**config.mk**
```make
export PLATFORM = sky130hd
export DESIGN_NAME = commit_trace_unit_flat
export DESIGN_NICKNAME = d
export VERILOG_FILES = /design/src/rtl/commit_trace_unit_if.sv /design/src/rtl/commit_trace_unit.sv /design/src/flat_wrapper.sv
export SDC_FILE = /design/constraint.sdc
export NUM_CORES = 2
export LEC_CHECK = 0
export BUFFER_PORTS_ARGS = -buffer_cell sky130_fd_sc_hd__buf_2
export CORE_MARGIN = 2
export CORE_UTILIZATION = 55
export DETAILED_ROUTE_END_ITERATION = 10
export HOLD_SLACK_MARGIN = 0.02
export PLACE_DENSITY = 0.75
export SYNTH_ARGS = -nofsm -noshare
export SYNTH_HDL_FRONTEND = slang
export SYNTH_SLANG_ARGS = --single-unit
export TNS_END_PERCENT = 30
```
**constraint.sdc**
```tcl
create_clock -name clk -period 2.5 [get_ports clk]
set_input_delay 0.25 -clock clk [delete_from_list [all_inputs] [get_ports clk]]
set_output_delay 0.25 -clock clk [all_outputs]
set_load 0.05 [all_outputs]
```
**src/rtl/commit_trace_unit_if.sv**
```systemverilog
// Retire-stage sample bus in, commit-trace record stream out, plus status flags.
interface commit_trace_unit_if #(
  parameter int INUM_W = 24
);
  logic              commit_valid;
  logic [15:0]       pc;
  logic              reg_write;
  logic [3:0]        write_reg;
  logic [15:0]       write_data;
  logic              mem_read;
  logic              mem_write;
  logic [15:0]       mem_addr;
  logic [15:0]       mem_data;
  logic              halt;
  logic              out_valid;
  logic              out_ready;
  logic [2:0]        out_kind;
  logic [INUM_W-1:0] out_inum;
  logic [15:0]       out_pc;
  logic [3:0]        out_reg;
  logic [15:0]       out_value;
  logic [15:0]       out_addr;
  logic              stall_req;
  logic              overflow;
  logic              done;

  modport slave (
    input  commit_valid, pc, reg_write, write_reg, write_data, mem_read,
           mem_write, mem_addr, mem_data, halt, out_ready,
    output out_valid, out_kind, out_inum, out_pc, out_reg, out_value,
           out_addr, stall_req, overflow, done
  );

  modport master (
    output commit_valid, pc, reg_write, write_reg, write_data, mem_read,
           mem_write, mem_addr, mem_data, halt, out_ready,
    input  out_valid, out_kind, out_inum, out_pc, out_reg, out_value,
           out_addr, stall_req, overflow, done
  );
endinterface

```
**src/rtl/commit_trace_unit.sv**
```systemverilog
// Classifies each retirement, tags it with an instruction number and streams it out via a FIFO.
// Latency 1 cycle commit-to-out_valid when empty; HALT/TIMEOUT park in a side register when full.
module commit_trace_unit #(
  parameter int DEPTH      = 8,
  parameter int INUM_W     = 24,
  parameter int MAX_CYCLES = 100000
) (
  input logic          clk,
  input logic          rst_n,
  commit_trace_unit_if.slave tif
);
  localparam int AW = $clog2(DEPTH);
  localparam int CW = $clog2(MAX_CYCLES + 1);
  localparam logic [2:0] K_NOP = 3'd0, K_REG = 3'd1, K_LD = 3'd2,
                         K_ST = 3'd3, K_HALT = 3'd4, K_TIMEOUT = 3'd5;

  typedef struct packed {
    logic [2:0]        kind;
    logic [INUM_W-1:0] inum;
    logic [15:0]       pc;
    logic [3:0]        rgn;
    logic [15:0]       value;
    logic [15:0]       addr;
  } rec_t;

  typedef enum logic [1:0] {S_RUN, S_DRAIN, S_DONE} state_t;

  state_t            state_q, state_d;
  rec_t              mem_q [DEPTH];
  rec_t              mem_d [DEPTH];
  logic [AW-1:0]     wr_ptr_q, wr_ptr_d, rd_ptr_q, rd_ptr_d;
  logic [AW:0]       count_q, count_d;
  logic [INUM_W-1:0] inum_q, inum_d;
  logic [CW-1:0]     cyc_q, cyc_d;
  rec_t              park_q, park_d;
  logic              park_vld_q, park_vld_d;
  logic              overflow_q, overflow_d;
  logic              done_q, done_d;

  rec_t new_rec, push_rec, head;
  logic new_vld, new_term, timeout, full, pop, push, out_vld;

  assign full    = (count_q == (AW+1)'(DEPTH));
  assign out_vld = (count_q != '0) && (state_q != S_DONE);
  assign pop     = out_vld && tif.out_ready;
  assign head    = out_vld ? mem_q[rd_ptr_q] : '0;

  assign tif.out_valid = out_vld;
  assign tif.out_kind  = head.kind;
  assign tif.out_inum  = head.inum;
  assign tif.out_pc    = head.pc;
  assign tif.out_reg   = head.rgn;
  assign tif.out_value = head.value;
  assign tif.out_addr  = head.addr;
  assign tif.stall_req = (count_q >= (AW+1)'(DEPTH - 1));
  assign tif.overflow  = overflow_q;
  assign tif.done      = done_q;

  // A timeout preempts any commit sampled in the same cycle.
  always_comb begin
    new_rec      = '0;
    timeout      = (state_q == S_RUN) && (cyc_q == CW'(MAX_CYCLES));
    new_vld      = (state_q == S_RUN) && (timeout || tif.commit_valid);
    new_rec.inum = inum_q;
    new_rec.pc   = tif.pc;
    if (timeout) begin
      new_rec.kind = K_TIMEOUT;
    end else if (tif.reg_write && tif.mem_read) begin
      new_rec.kind  = K_LD;
      new_rec.rgn   = tif.write_reg;
      new_rec.value = tif.write_data;
      new_rec.addr  = tif.mem_addr;
    end else if (tif.reg_write) begin
      new_rec.kind  = K_REG;
      new_rec.rgn   = tif.write_reg;
      new_rec.value = tif.write_data;
    end else if (tif.halt) begin
      new_rec.kind = K_HALT;
    end else if (tif.mem_write) begin
      new_rec.kind  = K_ST;
      new_rec.value = tif.mem_data;
      new_rec.addr  = tif.mem_addr;
    end else begin
      new_rec.kind = K_NOP;
    end
    new_term = (new_rec.kind == K_HALT) || (new_rec.kind == K_TIMEOUT);
  end

  always_comb begin
    state_d    = state_q;
    mem_d      = mem_q;
    wr_ptr_d   = wr_ptr_q;
    rd_ptr_d   = rd_ptr_q;
    inum_d     = inum_q;
    cyc_d      = cyc_q;
    park_d     = park_q;
    park_vld_d = park_vld_q;
    overflow_d = overflow_q;
    push       = 1'b0;
    push_rec   = park_q;

    if (pop) rd_ptr_d = rd_ptr_q + AW'(1);

    // The side register is only occupied in DRAIN, where no new records arise.
    if (park_vld_q) begin
      if (!full || pop) begin
        push       = 1'b1;
        park_vld_d = 1'b0;
      end
    end else if (new_vld) begin
      push_rec = new_rec;
      if (!full || pop) begin
        push = 1'b1;
      end else if (new_term) begin
        park_d     = new_rec;
        park_vld_d = 1'b1;
      end else begin
        overflow_d = 1'b1;
      end
    end

    if (push) begin
      mem_d[wr_ptr_q] = push_rec;
      wr_ptr_d        = wr_ptr_q + AW'(1);
    end
    count_d = count_q + (AW+1)'(push) - (AW+1)'(pop);

    if (new_vld) inum_d = inum_q + INUM_W'(1);
    if (state_q == S_RUN) cyc_d = cyc_q + CW'(1);

    case (state_q)
      S_RUN:   if (new_vld && new_term) state_d = S_DRAIN;
      S_DRAIN: if (count_d == '0 && !park_vld_d) state_d = S_DONE;
      default: state_d = S_DONE;
    endcase
    done_d = (state_d == S_DONE);
  end

  always_ff @(posedge clk) begin
    if (!rst_n) begin
      state_q    <= S_RUN;
      for (int i = 0; i < DEPTH; i++) mem_q[i] <= '0;
      wr_ptr_q   <= '0;
      rd_ptr_q   <= '0;
      count_q    <= '0;
      inum_q     <= '0;
      cyc_q      <= '0;
      park_q     <= '0;
      park_vld_q <= 1'b0;
      overflow_q <= 1'b0;
      done_q     <= 1'b0;
    end else begin
      state_q    <= state_d;
      mem_q      <= mem_d;
      wr_ptr_q   <= wr_ptr_d;
      rd_ptr_q   <= rd_ptr_d;
      count_q    <= count_d;
      inum_q     <= inum_d;
      cyc_q      <= cyc_d;
      park_q     <= park_d;
      park_vld_q <= park_vld_d;
      overflow_q <= overflow_d;
      done_q     <= done_d;
    end
  end
endmodule

```
**src/flat_wrapper.sv**
```systemverilog
// flat-port wrapper written by rule: the top's interface ports become plain ports
module commit_trace_unit_flat 
#(
  parameter int DEPTH      = 8,
  parameter int INUM_W     = 24,
  parameter int MAX_CYCLES = 100000
)
  (clk, rst_n, tif_commit_valid, tif_pc, tif_reg_write, tif_write_reg, tif_write_data, tif_mem_read, tif_mem_write, tif_mem_addr, tif_mem_data, tif_halt, tif_out_ready, tif_out_valid, tif_out_kind, tif_out_inum, tif_out_pc, tif_out_reg, tif_out_value, tif_out_addr, tif_stall_req, tif_overflow, tif_done);
  commit_trace_unit_if #(.INUM_W(INUM_W)) tif_i ();
  input logic clk;
  input logic rst_n;
  input wire logic [$bits(tif_i.commit_valid)-1:0] tif_commit_valid;
  input wire logic [$bits(tif_i.pc)-1:0] tif_pc;
  input wire logic [$bits(tif_i.reg_write)-1:0] tif_reg_write;
  input wire logic [$bits(tif_i.write_reg)-1:0] tif_write_reg;
  input wire logic [$bits(tif_i.write_data)-1:0] tif_write_data;
  input wire logic [$bits(tif_i.mem_read)-1:0] tif_mem_read;
  input wire logic [$bits(tif_i.mem_write)-1:0] tif_mem_write;
  input wire logic [$bits(tif_i.mem_addr)-1:0] tif_mem_addr;
  input wire logic [$bits(tif_i.mem_data)-1:0] tif_mem_data;
  input wire logic [$bits(tif_i.halt)-1:0] tif_halt;
  input wire logic [$bits(tif_i.out_ready)-1:0] tif_out_ready;
  output wire logic [$bits(tif_i.out_valid)-1:0] tif_out_valid;
  output wire logic [$bits(tif_i.out_kind)-1:0] tif_out_kind;
  output wire logic [$bits(tif_i.out_inum)-1:0] tif_out_inum;
  output wire logic [$bits(tif_i.out_pc)-1:0] tif_out_pc;
  output wire logic [$bits(tif_i.out_reg)-1:0] tif_out_reg;
  output wire logic [$bits(tif_i.out_value)-1:0] tif_out_value;
  output wire logic [$bits(tif_i.out_addr)-1:0] tif_out_addr;
  output wire logic [$bits(tif_i.stall_req)-1:0] tif_stall_req;
  output wire logic [$bits(tif_i.overflow)-1:0] tif_overflow;
  output wire logic [$bits(tif_i.done)-1:0] tif_done;
  assign tif_i.commit_valid = tif_commit_valid;
  assign tif_i.pc = tif_pc;
  assign tif_i.reg_write = tif_reg_write;
  assign tif_i.write_reg = tif_write_reg;
  assign tif_i.write_data = tif_write_data;
  assign tif_i.mem_read = tif_mem_read;
  assign tif_i.mem_write = tif_mem_write;
  assign tif_i.mem_addr = tif_mem_addr;
  assign tif_i.mem_data = tif_mem_data;
  assign tif_i.halt = tif_halt;
  assign tif_i.out_ready = tif_out_ready;
  assign tif_out_valid = tif_i.out_valid;
  assign tif_out_kind = tif_i.out_kind;
  assign tif_out_inum = tif_i.out_inum;
  assign tif_out_pc = tif_i.out_pc;
  assign tif_out_reg = tif_i.out_reg;
  assign tif_out_value = tif_i.out_value;
  assign tif_out_addr = tif_i.out_addr;
  assign tif_stall_req = tif_i.stall_req;
  assign tif_overflow = tif_i.overflow;
  assign tif_done = tif_i.done;
  commit_trace_unit #(.DEPTH(DEPTH), .INUM_W(INUM_W), .MAX_CYCLES(MAX_CYCLES)) u_core (.clk(clk), .rst_n(rst_n), .tif(tif_i));
endmodule
```
; ---- After elaboration in Yosys (flattened, before gate mapping)
; Cells that the tools add are included.
[op_classes]
n_eq_ne = 7
add_sub_neg = 6
muxes = 32
order_cmp = 4
bitwise = 5
n_reduce_logical = 18
[ops]
columns = op, n
row1 = $bwmux W632, 1
row2 = $mux W79, 6
row3 = $bmux W79 S3, 1
row4 = $demux W79 S3, 1
row5 = $mux W36, 2
row6 = $mux W32, 2
row7 = $mux W16, 2
row8 = $add A24 B1 Y24 const B, 1
row9 = $add A17 B1 Y17 const B, 1
row10 = $eq A17 B17 Y1 const B, 1
row11 = $mux W3, 4
row12 = $ge A4 B4 Y1 const B, 2
row13 = $logic_and A1 B1 Y1, 8
row14 = $mux W1, 8
row15 = $not A3 Y4, 2
row16 = $reduce_and A4 Y1, 2
row17 = $add A3 B1 Y3 const B, 2
row18 = $eq A3 B3 Y1 const B, 2
row19 = $mux W2, 3
row20 = $add A4 B1 Y4, 1
row21 = $eq A4 B4 Y1 const B, 1
row22 = $ge A4 B3 Y1 const B, 1
row23 = $logic_not A4 Y1, 1
row24 = $lt A4 B1 Y1 const B, 1
row25 = other kinds (11), 16
[totals]
word_cells = 135
ff_bits = 767
out_inout_bits = 83

; ---- Depth between registers and ports, before layout
[depth]
ltp_word = 16
depth_mapped = 15
depth_no_buf = 14

; ---- Worst setup path after synthesis
; Ideal clock, no wire load.
[synth_timing]
path_kind = register to register
start = register u_core.state_q[1]
end = register u_core.state_q[0]
path_stages_with_launch = 15
arrival_ns = 2.969
path_buffers = 1
period_less_slack_ns = 3.085
path_slack_ns = -0.585
setup_time_ns = 0.116
cell_sequence = dfxtp_1 -> nor2b_2 -> a21o_1 -> clkbuf_1 -> inv_1 -> nand2_1 -> inv_1 -> ha_1 -> inv_1 -> ha_1 -> fa_1 -> xor2_1 -> nor3_1 -> a41oi_1 -> o211a_1
[synth_between]
elab_chain_cells = 13
[synth_lines]
columns = element, line
row1 = start: declaration, commit_trace_unit.sv:28  ; state_t state_q, state_d;
row2 = start signal: assignment, commit_trace_unit.sv:153  ; state_q <= state_d;
row3 = $ne A2 B2 Y1 (*), commit_trace_unit.sv:44  ; assign out_vld = (count_q != '0) && (state_q != S_DONE);
row4 = $logic_and A1 B1 Y1 (*), commit_trace_unit.sv:44
row5 = named net tif_out_valid, flat_wrapper.sv:23  ; output wire logic [$bits(tif_i.out_valid)-1:0] tif_out_valid;
row6 = $logic_and A1 B1 Y1 (*), commit_trace_unit.sv:45  ; assign pop = out_vld && tif.out_ready;
row7 = named net u_core.pop, commit_trace_unit.sv:41  ; logic new_vld, new_term, timeout, full, pop, push, out_vld;
row8 = $logic_or A1 B1 Y1, "commit_trace_unit.sv:106, commit_trace_unit.sv:112"
row9 = $mux W1, "commit_trace_unit.sv:106, commit_trace_unit.sv:112"
row10 = $mux W1, commit_trace_unit.sv:110  ; end else if (new_vld) begin
row11 = $mux W1, commit_trace_unit.sv:105  ; if (park_vld_q) begin
row12 = $add A4 B1 Y4, commit_trace_unit.sv:126  ; count_d = count_q + (AW+1)'(push) - (AW+1)'(pop);
row13 = $sub A4 B1 Y4, commit_trace_unit.sv:126
row14 = $logic_not A4 Y1, commit_trace_unit.sv:133  ; S_DRAIN: if (count_d == '0 && !park_vld_d) state_d = S_DONE;
row15 = $logic_and A1 B1 Y1 (*), commit_trace_unit.sv:133
row16 = $mux W2 (*), commit_trace_unit.sv:133
row17 = $pmux W2 S2 (*), commit_trace_unit.sv:131  ; case (state_q)
; Mark *: on every way through the listed nets, which the timed path passes. The rest lies on a longest branch.
; A chain may end at the register's enable or synchronous reset.

; ---- Worst setup path in the final report
[layout_timing]
start = register u_core.rd_ptr_q[0]
end = output tif_out_inum[7]
[layout_between]
elab_chain_cells = 5
[layout_lines]
columns = element, line
row1 = start: declaration, commit_trace_unit.sv:31  ; logic [AW-1:0] wr_ptr_q, wr_ptr_d, rd_ptr_q, rd_ptr_d;
row2 = start signal: assignment, commit_trace_unit.sv:156  ; rd_ptr_q <= rd_ptr_d;
row3 = $not A3 Y4 (not written as such), commit_trace_unit.sv:46  ; assign head = out_vld ? mem_q[rd_ptr_q] : '0;
row4 = $bmux W79 S3, commit_trace_unit.sv:46
row5 = $mux W79 (not written as such) (2 in a row), commit_trace_unit.sv:46
row6 = $mux W79, commit_trace_unit.sv:46
row7 = end: declaration, flat_wrapper.sv:25  ; output wire logic [$bits(tif_i.out_inum)-1:0] tif_out_inum;
; No other way between the ends. The select of a mux whose other input is x is not followed.

==> impl_results.md <==
* Element type at the critical path end: output pin
* CTS Sinks at 767
* Final period util at 109%
* Row cnt at 88
* Total GRT Usage at 28.9%
* Fmax at 367 MHz
* Post-synth EDFFs at 0
* Post-Synthesis Cells at 2681
* IO buf count at 158
* Core footprint at 57500 µm²
* Routed len/inst at 24.1 µm
* # IOs at 159
* P_leak at 14.6 nW
* Core Util, Final at 67.4%
* Syn nets at 2770
* Worst-Skew Late Latency at 0.61 ns
* Critical path buffers and inverters at 5
* Unique cell type count in the Yosys netlist at 69
* Max incr delay on CP at 0.52 ns
* Final ANT Viol Nets at 0
* Post-synth ARST share at 0%
* Crit path kind: reg2out
* Data arrival, critical path at 2.47 ns
* Syn Area/Cell at 11.9 µm²
* FF+latch count, synth at 767
* Clk root buf: clkbuf_16
* Die area at 59900 µm²
* Top_reg_cell synth: dfxtp_1
* Final Critical Period at 2.72 ns
* DP HPWL at 50.4 mm
* Area Overhead vs Synth at 21.6%
* Placed cell area at 34600 µm²
* Die width at 245 µm
* Clock Skews at 0.0128 ns
* Synth warn at 0
* Xor/xnor share of the synthesized area at 0.632%
* Hold Violations, Final at 0
* Sequential fraction of the synthesis area at 48.2%
* Post-Syn Area at 31900 µm²
* Vias in the first global route at 24600
* Max-cap violations at 0
* Setup TNS at -9.85 ns
* Worst IR Drop VDD at 0.000613 V
* Global-route wire length before repair at 138 mm
* Most frequent cells in the layout: dfxtp_1, o2bb2ai_1, mux2i_1
* Slew Viols, Final at 0
* Initial antenna violation count at 1
* CP Launch Type: register
* N_diodes at 0
* Worst-margin pin slew at 0.819 ns
* Num CTS Buffers at 77
* Vias/cell at 6.45
* Finished Cell Area at 38800 µm²
* Largest net degree at the start of global routing at 194
* Critical-path top delay cell: mux4_2
* Routability Congestion at 0.808
* Most common cell after layout, fill and taps aside: dfxtp_1
* DRT Pass-1 Iters at 6
* CTS clock-pin slew for the worst setup and hold paths at 0.06 ns
* Required @ worst endpoint at 2.25 ns
* CP delay by family, top: multiplexers
* Status: complete, but fails checks
* Multiplexer share of the synthesized area at 20.6%
* Synth area leaders: dfxtp_1, mux4_2, mux2i_1
* Drt first-iter violations at 1975
* CTS Buffer Depth at 3
* Post-Synth Simple-Gate Area at 8.23%
* Power density over the cells at 820 nW/µm²
* RSZ-0062 raised after global routing: yes
* Hold crit path type: in2reg
* Largest family of logic cells by synthesized area: multiplexers
* Hold_sp: tif_write_reg[3]
* CP Cell Sequence: buf_8 > buf_12 > clkbuf_16 > buf_4 > mux4_2 > mux2i_4 > nor2_1 > buf_6
* Worst Setup SP: u_core.rd_ptr_q[0]
* Drt drc at 0
* Compound-Gate Fraction of Synth Area at 18.0%
* CTS tree: done
* CP max FO at 5
* Share of layout cells above drive strength 1 at 28.6%
* Top cell type by total area after synthesis: dfxtp_1
* Synth Area in Adders at 0.534%
* Starting Density at 55.5%
* Fin Hold WS at 0.0792 ns
* Via Count at 23900
* Nets at 2973
* Final WS setup at -0.224 ns
* Dpl ws at -0.413 ns
* Failing checks: negative setup slack
* Share of the synthesized area in the top cell type at 48.2%
* Height of the die at 245 µm
* Global route overflow at 0
* Final Setup Violations at 80
* Reg-to-Reg Start: u_core.cyc_q[1]
* Slew HR at 45.4%
* H-tree depth at 3
* DRT Wirelength at 89.5 mm
cells in the mapped netlist (all sizes together), types with 7 or more instances:
library cell,number
a21oi,24
a221o,16
a22o,144
and2,7
and3,44
and4,9
buf,97
clkbuf,147
dfxtp,767
ha,12
inv,15
mux2i,283
mux4,158
nand2,225
nand2b,14
nand3,56
nand4,13
nor2,113
nor3,14
nor4,8
nor4b,7
o211ai,20
o21ai,51
o2bb2ai,352
or3,8
or4,8
xnor2,12
xor2,11
flip-flops by register name (all words and copies together), names as in the netlist:
name                 flops
u_core.wr_ptr_q          3
u_core.mem_q           632
u_core.state_q           2
u_core.tif.done          1
u_core.tif.overflow      1
u_core.inum_q           24
u_core.cyc_q            17
u_core.park_q           79
u_core.park_vld_q        1
u_core.rd_ptr_q          3
u_core.count_q           4
worst min-delay path, delay by kind of cell:
kind            cells  cell delay (ns)
compound gates      2             0.27
buf+inv             1             0.13
path summary, 6_finish.rpt:
path,endpoint,slack (ns),depth (start not counted)
worst max-delay path,tif_out_inum[7],-0.22,8
worst min-delay path,u_core.mem_q[351],0.08,3
worst max register to register,u_core.state_q[0],-0.06,11
worst min register to register,u_core.mem_q[514],0.46,1
report_power, final:
group          switching (mW)  internal, mW  leakage, nW  total (mW)
clock network            4.82          7.09         1.29        11.9
registers               0.171          12.5         6.19        12.6
logic                    4.16          3.12         7.12        7.28
metrics by stage:
stage	total power, mW	cells
4_1_cts	30.8	3679
5_1_grt	32.7	3709
3_3_place_gp	18.8	3518
6_report	31.8	3709
2_1_floorplan	16.8	2681
3_5_place_dp	18.9	3518
what timing repair did:
action,CTS,global route
cloned,1,14
gates resized for setup,139,105
hold buffers,18,0
setup buffers,3,16
endpoints found under the hold margin,30,0
setup endpoints to repair,351,218
pin swaps,1,27
metal layers:
metal	routed length, µm	global-route usage (%)	part of all wire, %
met5	11	0	0.012
met4	2330	10.7	2.6
met3	6000	4.10	6.7
met2	43600	48.3	49
met1	37600	38.3	42
cells by family after synthesis:
family,after synthesis
buffers and inverters,259
and+or+nand+nor,542
muxes,441
DFF,767
AOI/OAI and AO/OA,636
xor gates and xnor gates,23
adders and majority gates,13
layout make-up:
cell class              instances  area [µm²]
fillers                      3980       18700
multi-input cells            1655       15800
well taps                     765         957
clock buffers                 116        2340
inverters                      15        60.1
flip-flops and latches        767       15400
clock inverters                23         272
repair buffers                368        3960
Note: power is estimated with default switching activity, not from simulation.
